`config.mk`:
```
export PLATFORM = sky130hd
export DESIGN_NAME = pyramid_stream_arbiter
export DESIGN_NICKNAME = d
export VERILOG_FILES = /design/src/rtl/pyramid_pkg.sv /design/src/rtl/pyramid_stream_arbiter_rr_priority_pick.sv /design/src/rtl/pyramid_stream_arbiter.sv
export SDC_FILE = /design/constraint.sdc
export NUM_CORES = 1
export LEC_CHECK = 0
export ABC_AREA = 1
export CORE_MARGIN = 2
export CORE_UTILIZATION = 37
export CTS_CLUSTER_DIAMETER = 50
export DETAILED_ROUTE_END_ITERATION = 10
export MAX_ROUTING_LAYER = met4
export PLACE_DENSITY = 0.82
export SYNTH_ARGS = -nofsm -noshare
export SYNTH_HDL_FRONTEND = slang
export SYNTH_SLANG_ARGS = --single-unit
```
`constraint.sdc`:
```
create_clock -name clk -period 2.48 [get_ports clk]
set_clock_uncertainty 0.15 [all_clocks]
set_input_delay 0.248 -clock clk [delete_from_list [all_inputs] [get_ports clk]]
set_output_delay 0.248 -clock clk [all_outputs]
set_load 0.01 [all_outputs]
```
`src/rtl/pyramid_pkg.sv`:
```
// Shared definitions for the pyramid level schedulers and the downstream level demux.
package pyramid_pkg;

    typedef enum logic {
        ST_IDLE  = 1'b0,
        ST_BURST = 1'b1
    } arb_state_t;

    localparam int BURST_LEN_DEF = 8;

    // Level tag width; a single level still needs a 1-bit tag.
    function automatic int lvl_w(input int levels);
        return (levels > 1) ? $clog2(levels) : 1;
    endfunction

endpackage

```
`src/rtl/pyramid_stream_arbiter_rr_priority_pick.sv`:
```
// Round-robin find-first-set over req starting at ptr, wrapping modulo N.
// Combinational, zero latency; no flow control of its own.
// Stateless: the caller owns the pointer and decides when to advance it.
module rr_priority_pick #(
    parameter int N = 4,
    parameter int W = 2
) (
    input  logic [N-1:0] req,
    input  logic [W-1:0] ptr,
    output logic [W-1:0] idx,
    output logic         found
);

    logic [W-1:0] hi_idx;
    logic [W-1:0] lo_idx;
    logic         hi_found;

    // Descending scan leaves the lowest set index at/above ptr in hi_idx and
    // the lowest set index overall in lo_idx (the wrapped winner).
    always_comb begin
        hi_idx   = '0;
        lo_idx   = '0;
        hi_found = 1'b0;
        for (int j = N - 1; j >= 0; j--) begin
            if (req[j]) begin
                lo_idx = W'(j);
                if (W'(j) >= ptr) begin
                    hi_idx   = W'(j);
                    hi_found = 1'b1;
                end
            end
        end
        idx   = hi_found ? hi_idx : lo_idx;
        found = |req;
    end

endmodule

```
`src/rtl/pyramid_stream_arbiter.sv`:
```
// Round-robin burst arbiter merging pyramid level streams into one tagged stream.
// Latency: 1 cycle arbitration (IDLE) before in_ready, 1 cycle input-to-output register.
// Backpressure: in_ready drops combinationally while the output register is full and stalled.
module pyramid_stream_arbiter
    import pyramid_pkg::*;
#(
    parameter int DATA_WIDTH = 8,
    parameter int LEVELS     = 15,
    parameter int BURST_LEN  = BURST_LEN_DEF,
    parameter int LVL_W      = lvl_w(LEVELS)
) (
    input  logic                         clk,
    input  logic                         rst,
    input  logic [LEVELS-1:0]            level_enable,
    input  logic [LEVELS-1:0]            in_valid,
    input  logic [DATA_WIDTH*LEVELS-1:0] in_pixels,
    output logic [LEVELS-1:0]            in_ready,
    output logic                         out_valid,
    input  logic                         out_ready,
    output logic [DATA_WIDTH-1:0]        out_pixel,
    output logic [LVL_W-1:0]             out_level,
    output logic                         out_last,
    output logic                         busy
);

    localparam int               CNT_W    = $clog2(BURST_LEN + 1);
    localparam logic [CNT_W-1:0] LAST_CNT = CNT_W'(BURST_LEN - 1);
    localparam logic [LVL_W-1:0] TOP_LVL  = LVL_W'(LEVELS - 1);

    arb_state_t       state;
    logic [LVL_W-1:0] g;
    logic [LVL_W-1:0] ptr;
    logic [CNT_W-1:0] cnt;

    logic [LEVELS-1:0] req;
    logic [LVL_W-1:0]  pick_idx;
    logic              pick_found;
    logic              g_en;
    logic              g_vld;
    logic              out_free;
    logic              xfer;
    logic [LVL_W-1:0]  g_next;

    assign req = in_valid & level_enable;

    rr_priority_pick #(
        .N (LEVELS),
        .W (LVL_W)
    ) u_pick (
        .req   (req),
        .ptr   (ptr),
        .idx   (pick_idx),
        .found (pick_found)
    );

    assign g_en     = level_enable[g];
    assign g_vld    = in_valid[g];
    assign out_free = !out_valid || out_ready;
    assign xfer     = (state == ST_BURST) && g_en && g_vld && out_free;
    assign g_next   = (g == TOP_LVL) ? '0 : g + 1'b1;
    assign busy     = (state == ST_BURST);

    always_comb begin
        in_ready = '0;
        if (state == ST_BURST && g_en && out_free) begin
            in_ready[g] = 1'b1;
        end
    end

    always_ff @(posedge clk or negedge rst) begin
        if (!rst) begin
            state     <= ST_IDLE;
            g         <= '0;
            ptr       <= '0;
            cnt       <= '0;
            out_valid <= 1'b0;
            out_pixel <= '0;
            out_level <= '0;
            out_last  <= 1'b0;
        end else begin
            case (state)
                ST_IDLE: begin
                    if (pick_found) begin
                        g     <= pick_idx;
                        cnt   <= '0;
                        state <= ST_BURST;
                    end
                end
                ST_BURST: begin
                    if (xfer) begin
                        if (cnt == LAST_CNT) begin
                            cnt   <= '0;
                            ptr   <= g_next;
                            state <= ST_IDLE;
                        end else begin
                            cnt <= cnt + 1'b1;
                        end
                    end else if (!g_vld || !g_en) begin
                        // Truncated burst: hand the turn on without an out_last.
                        ptr   <= g_next;
                        state <= ST_IDLE;
                    end
                end
                default: state <= ST_IDLE;
            endcase

            if (xfer) begin
                out_valid <= 1'b1;
                out_pixel <= in_pixels[g*DATA_WIDTH +: DATA_WIDTH];
                out_level <= g;
                out_last  <= (cnt == LAST_CNT);
            end else if (out_ready) begin
                out_valid <= 1'b0;
            end
        end
    end

endmodule

```
Word-level counts from Yosys, hierarchy flattened
Index checks and enable logic that the tools add are counted.
Operators by class
  mux-type cells: 98
  shift operators: 1
  $add $sub $neg: 2
  bitwise gates (word level): 2
  reductions and logical operators: 16
  $lt $le $gt $ge: 17
  equality and inequality tests: 5
Operator list (count)
  $mux 4: 53
  $shiftx 120x8->8: 1
  $mux 1: 39
  $ge 4x4->1 const A: 7
  $ge 3x4->1 const A: 4
  $and 15x15->15: 1
  $mux 15: 1
  $reduce_or 15->1: 1
  $add 4x1->4 const B: 2
  $bmux 1 s4: 2
  $ge 1x4->1 const A: 2
  $ge 2x4->1 const A: 2
  $pmux 4 s2: 1
  $logic_and 1x1->1: 5
  $lt 4x5->1 const B: 1
  $demux 1 s4: 1
  $eq 4x3->1 const B: 1
  $eq 4x4->1 const B: 1
  $ge 4x1->1 const B: 1
  $ne 2x1->1 const B: 2
  $reduce_and 2->1: 2
  $reduce_bool 2->1: 2
  $logic_not 1->1: 3
  $reduce_and 3->1: 1
  other kinds (4): 5
Word-level totals
  input port bits: 153
  register bits: 27
  logic and storage cells: 149
  output and inout bits: 30

Longest topological paths before layout
Gate-level depths: netlist of run 1.
  word-level depth: 32
  gate-level depth with buffers: 19
  depth with buffers taken out: 18

Cells and area by module
A second synthesis of run 1 with hierarchy kept.
Second synthesis, totals
  cell total of the unflattened synthesis: 572
  area, all modules: 3258.1 µm²
Modules (own cells, without submodules)
  pyramid_stream_arbiter: cells an instance 451, sequential area each 675.6 µm², instances 1, area each 2691.3 µm²
  rr_priority_pick: cells an instance 121, sequential area each 0.0 µm², instances 1, area each 566.8 µm²

Worst setup path before layout of run 1
OpenSTA, ideal clock, no wires.
  kind: reg2out
  start: reg g[1]
  end: out in_ready[10]
  stages on the path, launching flop included: 10
  setup slack: 0.660 ns
  data arrival time: 1.422 ns
  required time: 2.082 ns
  buffers on the path: 0
  path through: dfrtp_1 > nor2_1 > a22oi_1 > nand2_1 > nand2_1 > nand2_1 > nor2_1 > nor2_4 > nand2_1 > nor2_1
On the way
  longest elaborated chain between the ends: 5
  elaborated cells on any way between the ends: 10
  classes of those cells: order compare (2); mux (5); reduce/logical (3)
RTL lines
  start, declared: RTL line pyramid_stream_arbiter.sv:31  | logic [LVL_W-1:0] g;
  start signal, assigned: RTL line pyramid_stream_arbiter.sv:84  | g <= pick_idx;
  $lt 4x5->1 (implied by the code), or another cell as far along: RTL line pyramid_stream_arbiter.sv:66  | in_ready[g] = 1'b1;
  $logic_and 1x1->1 (implied by the code) / $mux 1 (equally long branches): RTL line pyramid_stream_arbiter.sv:66, pyramid_stream_arbiter.sv:56
  $mux 1 (implied by the code) / $logic_and 1x1->1 (equally long branches): RTL line pyramid_stream_arbiter.sv:66, pyramid_stream_arbiter.sv:65
  $demux 1 s4 / $logic_and 1x1->1 (equally long branches): RTL line pyramid_stream_arbiter.sv:66, pyramid_stream_arbiter.sv:65
  $mux 15 (*): RTL line pyramid_stream_arbiter.sv:65  | if (state == ST_BURST && g_en && out_free) begin
  end, declared: RTL line pyramid_stream_arbiter.sv:17  | output logic [LEVELS-1:0] in_ready,
Mark *: on every way between the ends. The rest lies on a longest branch, timed or not. The select of a mux whose other input is x is not followed.

Worst setup path in the final report of run 1
Ends and elaborated chain as after synthesis.

==> out/qor.txt, run 1 <==
Outcome - complete, no violations
Worst R2R Setup Slack - 120 ps
Number of synthesized flops with an enable pin - 0
Non-filler cells, final - 753
Switching power - 2.493 mW
Synth top area cells - dfrtp_1 24%, nand2_1 19%, a22oi_1 18%
First-pass GRT wire length - 20.33 mm
Placed Instances - 738
FFs w/ async S/R, synth - 100.0%
Critical Path Start Type - register
Clock share of power - 5.3%
CP endpoint - in_ready[10]
FF-to-FF Start - g[1]
Logic gate share of total power - 77.6%
Most numerous cell in the Yosys netlist - nand2_1
Main combinational cell family by area after synthesis - simple AND/OR/NAND/NOR gates
Chip Width - 91.05 um
H-tree levels - 1
Post-synthesis mux area share - 0%
Gpl congestion - 0.9677
Filler cell count in the final layout - 626
Cell taking the most area after synthesis - dfrtp_1
CTS sink cnt - 27
Number of global-route vias before repair - 3954
Gate Count Post-Synth - 450
Total Neg Setup Slack - 0 ps
IO Pins - 183
Slew HR - 71.32%
Die Height - 91.05 um
Fin Hold WS - 193.4 ps
Crit path time final - 2443 ps
Syn avg cell area - 6.231 um^2
DR vias - 4187
CP endpoint kind - output port
Hold Path Class - primary input to async pin
Maximum clock path buffer count - 2
Initial antenna violation count - 0
DR WL/cell - 18.09 um
RSZ-0062 raised after global routing - true
Synth Area in Adders - 0.4462%
WL final - 13.62 mm
Maximum vdd ir drop - 518.7 uV
Tot GR Track Use - 31.50%
Crit Path Category - register to output port
Net Sw Frac - 51.38%
P&R area growth vs syn - 80.99%
Crit path DAT - 2040 ps
Pint - 2.359 mW
Distinct cells, synth - 35
Die footprint - 0.008290 mm^2
Sequential cell fraction of total power - 17.1%
Setup violators final - 0
Max_cap viols - 0
Nets - 809
Core Region - 0.007292 mm^2
Post-route setup slack - 37.17 ps
Grt total ovfl - 0
Crit-path max FO - 7
Row Count - 31
Final-report max-slew violation count - 0
Least-Margin Pin Slew - 430.2 ps
Reg2reg end - cnt[0]
TritonCTS clock tree - yes
DRC - 0
Initial detailed-routing violation count - 324
Total CTS buffers - 3
Hpwl dp - 10.79 mm
Synth Area in Simple Gates - 34.94%
Largest net degree at the start of global routing - 36
Port Buf Inserts - 182
Hold_buf cts - 0
Final Cycle Share - 98.50%
Leakage - 2.239 nW
Antenna-violating nets left - 0
Initial core utilization - 38.45%
Hold Vio Cnt, Final - 0
Via density - 5.560
Max Clk Rate - 409.4 MHz
Clock transition at path regs - 100 ps
DRT Pass-1 Iters - 5
Seq/Total Area, Yosys - 24.10%
Cell Area, Synth - 0.002804 mm^2
Power density cells - 956.2 mW/mm^2
Critical Path Source - g[1]
Utilization after layout - 69.60%
Ys flop type - dfrtp_1
Post-synthesis compound-gate area fraction - 31.82%
CP Data Required Time - 2080 ps
Number of synthesized register bits - 27
Post-Synth XOR/XNOR Area - 0.3124%
Mapped Nets - 604
Antenna diodes - 0
Layout cells sized above 1 - 15.60%
Place WS - -130.9 ps
Root buf cell - clkbuf_8
Yosys warns - 0
Top post-synthesis cells by count - 140 x nand2_1, 67 x a22oi_1, 48 x nor2_1
Clk Latency, worst-skew pair - 280 ps
Worst Reg-to-Reg Cells - 16
Area share of the largest cell type after synthesis - 24.10%
## cell families (layout without fill, tap and decap cells)
logic type | count (synthesis) | count (layout)
xor+xnor | 1 | 1
compound gates | 138 | 138
buf+inv | 52 | 256
simple gates | 231 | 231
flops | 27 | 27
fa+ha+maj | 1 | 1
## per-layer routing
metal,track usage [%],routed length [um],vias up,share of wire (%)
li1,-,-,1985,-
met1,39.92,5606,1932,41
met2,51.98,6511,228,48
met3,5.643,1075,42,7.9
met4,8.333,425,0,3.1
met5,-,0,-,0
## area by class of cell
cell class	count	area [um^2]	area share, %
Timing Repair Buffer	223	2081	41.00
Tap cell	99	123.9	2.441
Clock buffer	4	45.04	0.8876
Inverter	29	116.4	2.293
Sequential cell	27	678.2	13.36
Multi-Input combinational cell	371	2031	40.01
## repair_timing
| item | 4_1_cts | 5_1_grt |
|---|---|---|
| endpoints found under the setup margin | 15 | 25 |
| resized for setup | 56 | 46 |
| buffers inserted | 9 | 2 |
| pin swaps | 4 | 15 |
## worst min path at each step
stage,startpoint,to
floorplan,rst,busy
global placement,out_pixel[1],out_pixel[1]
detailed placement,out_level[0],out_level[0]
CTS,rst,g[2]
global route,rst,g[1]
finish,rst,g[1]
## per-stage QoR
| stage | cell area, um^2 | power [mW] |
|---|---|---|
| 2_1_floorplan | 2804 | 2.799 |
| 3_3_place_gp | 4851 | 4.020 |
| 3_5_place_dp | 4851 | 4.086 |
| 4_1_cts | 4980 | 4.546 |
| 5_1_grt | 5075 | 5.221 |
| 6_report | 5075 | 4.852 |
## sequential cells by signal (all words and copies together), names as in the netlist
signal / flops
busy: 1
out_last: 1
cnt: 4
out_level: 4
ptr: 4
out_pixel: 8
g: 4
out_valid: 1
## power groups by stage
stage          clock, mW  combinational, mW  sequential [mW]
2_1_floorplan          0               1.99            0.807
3_3_place_gp           0               3.21            0.809
3_5_place_dp           0               3.27            0.817
4_1_cts            0.261               3.48            0.808
5_1_grt            0.287               4.08            0.857
6_report           0.257               3.77            0.829
## layout by cell type, fill, tap and decap left out, types with 11 or more instances in the layout
| cell type | synthesis | layout |
|---|---|---|
| nand3_1 | 17 | 17 |
| inv_1 | 25 | 24 |
| a21oi_1 | 37 | 36 |
| nor2_1 | 48 | 39 |
| nand2_1 | 140 | 129 |
| buf_4 | 3 | 37 |
| clkdlybuf4s50_1 | 0 | 167 |
| o21ai_1 | 11 | 11 |
| a22oi_1 | 67 | 61 |
| dfrtp_1 | 27 | 25 |
## worst max-delay path, stage by stage (launching register included)
cell     delay (ps)
dfrtp_1         400
buf_6           140
nor2_4           90
buf_6           140
a22oi_2          80
nand2_2          90
nand2_2          70
nand2_4          80
nor2_4           40
nor2_4          150
buf_6           140
nand2_4          60
nor2_2          120
buf_2           140
Note: power is estimated with default switching activity, not from simulation.
==> run 2: changes to the inputs <==
--- a/config.mk
+++ b/config.mk
@@ -12,6 +12,7 @@
 export DETAILED_ROUTE_END_ITERATION = 10
 export MAX_ROUTING_LAYER = met4
 export PLACE_DENSITY = 0.82
+export SKIP_CTS_REPAIR_TIMING = 1
 export SYNTH_ARGS = -nofsm -noshare
 export SYNTH_HDL_FRONTEND = slang
 export SYNTH_SLANG_ARGS = --single-unit
==> run 2 against run 1 <==
  * The flow now finishes with violations (negative setup slack)
  * Worst hold slack worse by 0.63 ps
  * Sequential cell count did not move
  * Largest cell class unchanged
  * Register-to-register slack gained 80 ps
  * Critical endpoint is now in_ready[2]
  * Sequential power is 1% higher
  * Cell count fell by 0.13%
  * Final area decreased by 0.25%
  * Sequential share of layout area grew 0.058 points
  * Clock power hardly changed
==> out/qor.txt, run 2 (synthesized netlist as in run 1, its figures left out) <==
Outcome - complete, but fails checks
Failing checks - negative setup slack
Hpwl dp - 10.79 mm (unchanged)
Die Height - 91.05 um (unchanged)
Hold Vio Cnt, Final - 0 (unchanged)
Grt total ovfl - 0 (unchanged)
Initial core utilization - 38.45% (unchanged)
Die footprint - 0.008290 mm^2 (unchanged)
Hold Path Class - primary input to async pin
Final instance area - 0.005062 mm^2 (-0.25%)
TritonCTS clock tree - yes
FF-to-FF Start - g[0]
RSZ-0062 raised after global routing - true
Initial antenna violation count - 0 (unchanged)
Total Neg Setup Slack - -103.7 ps (-103.7 ps)
CP Data Required Time - 2080 ps (about the same)
Post-route setup slack - -47.06 ps (-84.23 ps)
Layout cells sized above 1 - 14.55% (-1.0 points)
Slew HR - 70.16% (-1.2 points)
Max Clk Rate - 395.7 MHz (-3.3%)
Final Cycle Share - 101.9% (+3.4 points)
WL final - 13.51 mm (-0.80%)
Antenna diodes - 0 (unchanged)
Clk Latency, worst-skew pair - 280 ps (about the same)
Crit-path max FO - 8 (+1)
Setup violators final - 4 (+4)
Critical Path Start Type - register
Total CTS buffers - 3 (unchanged)
Chip Width - 91.05 um (unchanged)
Sequential standard cell area - 679.4 um^2 (+0.18%)
Crit Path Category - register to output port
Number of global-route vias before repair - 3875 (-2.0%)
Maximum clock path buffer count - 2 (unchanged)
Most frequent cells in the layout - 167 x clkdlybuf4s50_1, 131 x nand2_1, 61 x a22oi_1
Port Buf Inserts - 182 (unchanged)
Worst Reg-to-Reg Cells - 13 (-3)
Filler cell count in the final layout - 631 (+0.80%)
Crit path DAT - 2130 ps (+90 ps)
Gpl congestion - 0.9677 (unchanged)
Utilization after layout - 69.42% (-0.17 points)
Reg2reg end - cnt[2]
Final-report max-slew violation count - 0 (unchanged)
P&R area growth vs syn - 80.54%
Root buf cell - clkbuf_8
Final total power - 4.770 mW (-1.7%)
Worst R2R Setup Slack - 200 ps (+80 ps)
CP endpoint kind - output port
Via density - 5.513 (-0.85%)
Max_cap viols - 0 (unchanged)
DR vias - 4146 (-0.98%)
Clock transition at path regs - 100 ps (about the same)
Leading cell type in the layout, fill and taps excluded - clkdlybuf4s50_1
Antenna-violating nets left - 0 (unchanged)
Crit path time final - 2527 ps (+84.23 ps)
H-tree levels - 1 (unchanged)
Initial detailed-routing violation count - 326 (+0.62%)
Footprint of the multi-input gates - 0.001999 mm^2 (-1.5%)
Placed Instances - 738 (unchanged)
Largest net degree at the start of global routing - 36 (unchanged)
Placed inst area - 0.004851 mm^2 (unchanged)
DR WL/cell - 17.97 um (-0.67%)
Largest register FFs - 8 (unchanged)
Leakage - 2.275 nW (+1.6%)
Maximum vdd ir drop - 560.7 uV (+8.1%)
Power density cells - 942.3 mW/mm^2 (-1.5%)
Tot GR Track Use - 31.03% (-0.47 points)
DRT Pass-1 Iters - 5 (unchanged)
IO Pins - 183 (unchanged)
Biggest register - out_pixel
Least-Margin Pin Slew - 447.6 ps (+17.40 ps)
Nets - 808 (-0.12%)
CTS sink cnt - 27 (unchanged)
Non-filler cells, final - 752 (-0.13%)
Core Region - 0.007292 mm^2 (unchanged)
DRC - 0 (unchanged)
First-pass GRT wire length - 20.08 mm (-1.3%)
Row Count - 31 (unchanged)
## run 2: cell types whose count changed in the layout (fill, tap and decap cells not counted), moves of 2 or more
| cell | previous run | this run |
|---|---|---|
| dlymetal6s2s_1 | 0 | 4 |
| buf_2 | 10 | 8 |
| nand2_1 | 129 | 131 |
| nand2_4 | 5 | 2 |
## run 2: worst max path at each step
stage / from / to / slack, ps / cells after the start
after floorplan: g[1] / in_ready[10] / 660 / 9
after global placement: level_enable[4] / in_ready[4] / -30 / 10
after detailed placement: g[0] / in_ready[4] / -130 / 11
after CTS: g[0] / in_ready[4] / -460 / 11
after global routing: g[1] / in_ready[2] / -140 / 13
final: g[0] / in_ready[2] / -50 / 13
## run 2: metal layers
| metal | track usage [%] | vias to the layer above | routed length [um] |
|---|---|---|---|
| li1 | - | 1985 | - |
| met1 | 40.69 | 1906 | 5458 |
| met2 | 51.30 | 221 | 6574 |
| met3 | 4.813 | 34 | 1202 |
| met4 | 5.808 | 0 | 276 |
| met5 | - | - | 0 |
## run 2: critical path, cell delays in order, from the launching register on
cell and delay (ps):
dfrtp_2 480, nor2_2 120, buf_6 140, a22oi_2 80
nand2_1 100, nand2_2 60, nand2_2 100, nor2_4 40
nor2_4 170, buf_6 130, buf_6 100, nand2_8 60
nor2_2 120, buf_2 150
## run 2: per-stage QoR
stage               setup slack (ps)  hold slack [ps]
finish                        -47.06            192.7
floorplan                      659.9           -197.6
global placement              -29.34            320.5
CTS                           -461.6            196.7
global route                  -144.7            210.1
detailed placement            -130.9            330.9
## run 2: cell type report
| cell class | count | share of cell area, % |
|---|---|---|
| Sequential cell | 27 | 13.42 |
| Tap cell | 99 | 2.447 |
| Timing Repair Buffer | 222 | 41.45 |
| Inverter | 29 | 2.299 |
| Multi-Input combinational cell | 371 | 39.50 |
| Clock buffer | 4 | 0.8898 |
## run 2: where the power goes
| group | total (mW) | internal [mW] | leakage (nW) | switching (mW) |
|---|---|---|---|---|
| Clock | 0.256 | 0.115 | 0.0228 | 0.141 |
| Combinational | 3.68 | 1.59 | 1.92 | 2.08 |
| Sequential | 0.837 | 0.632 | 0.335 | 0.204 |
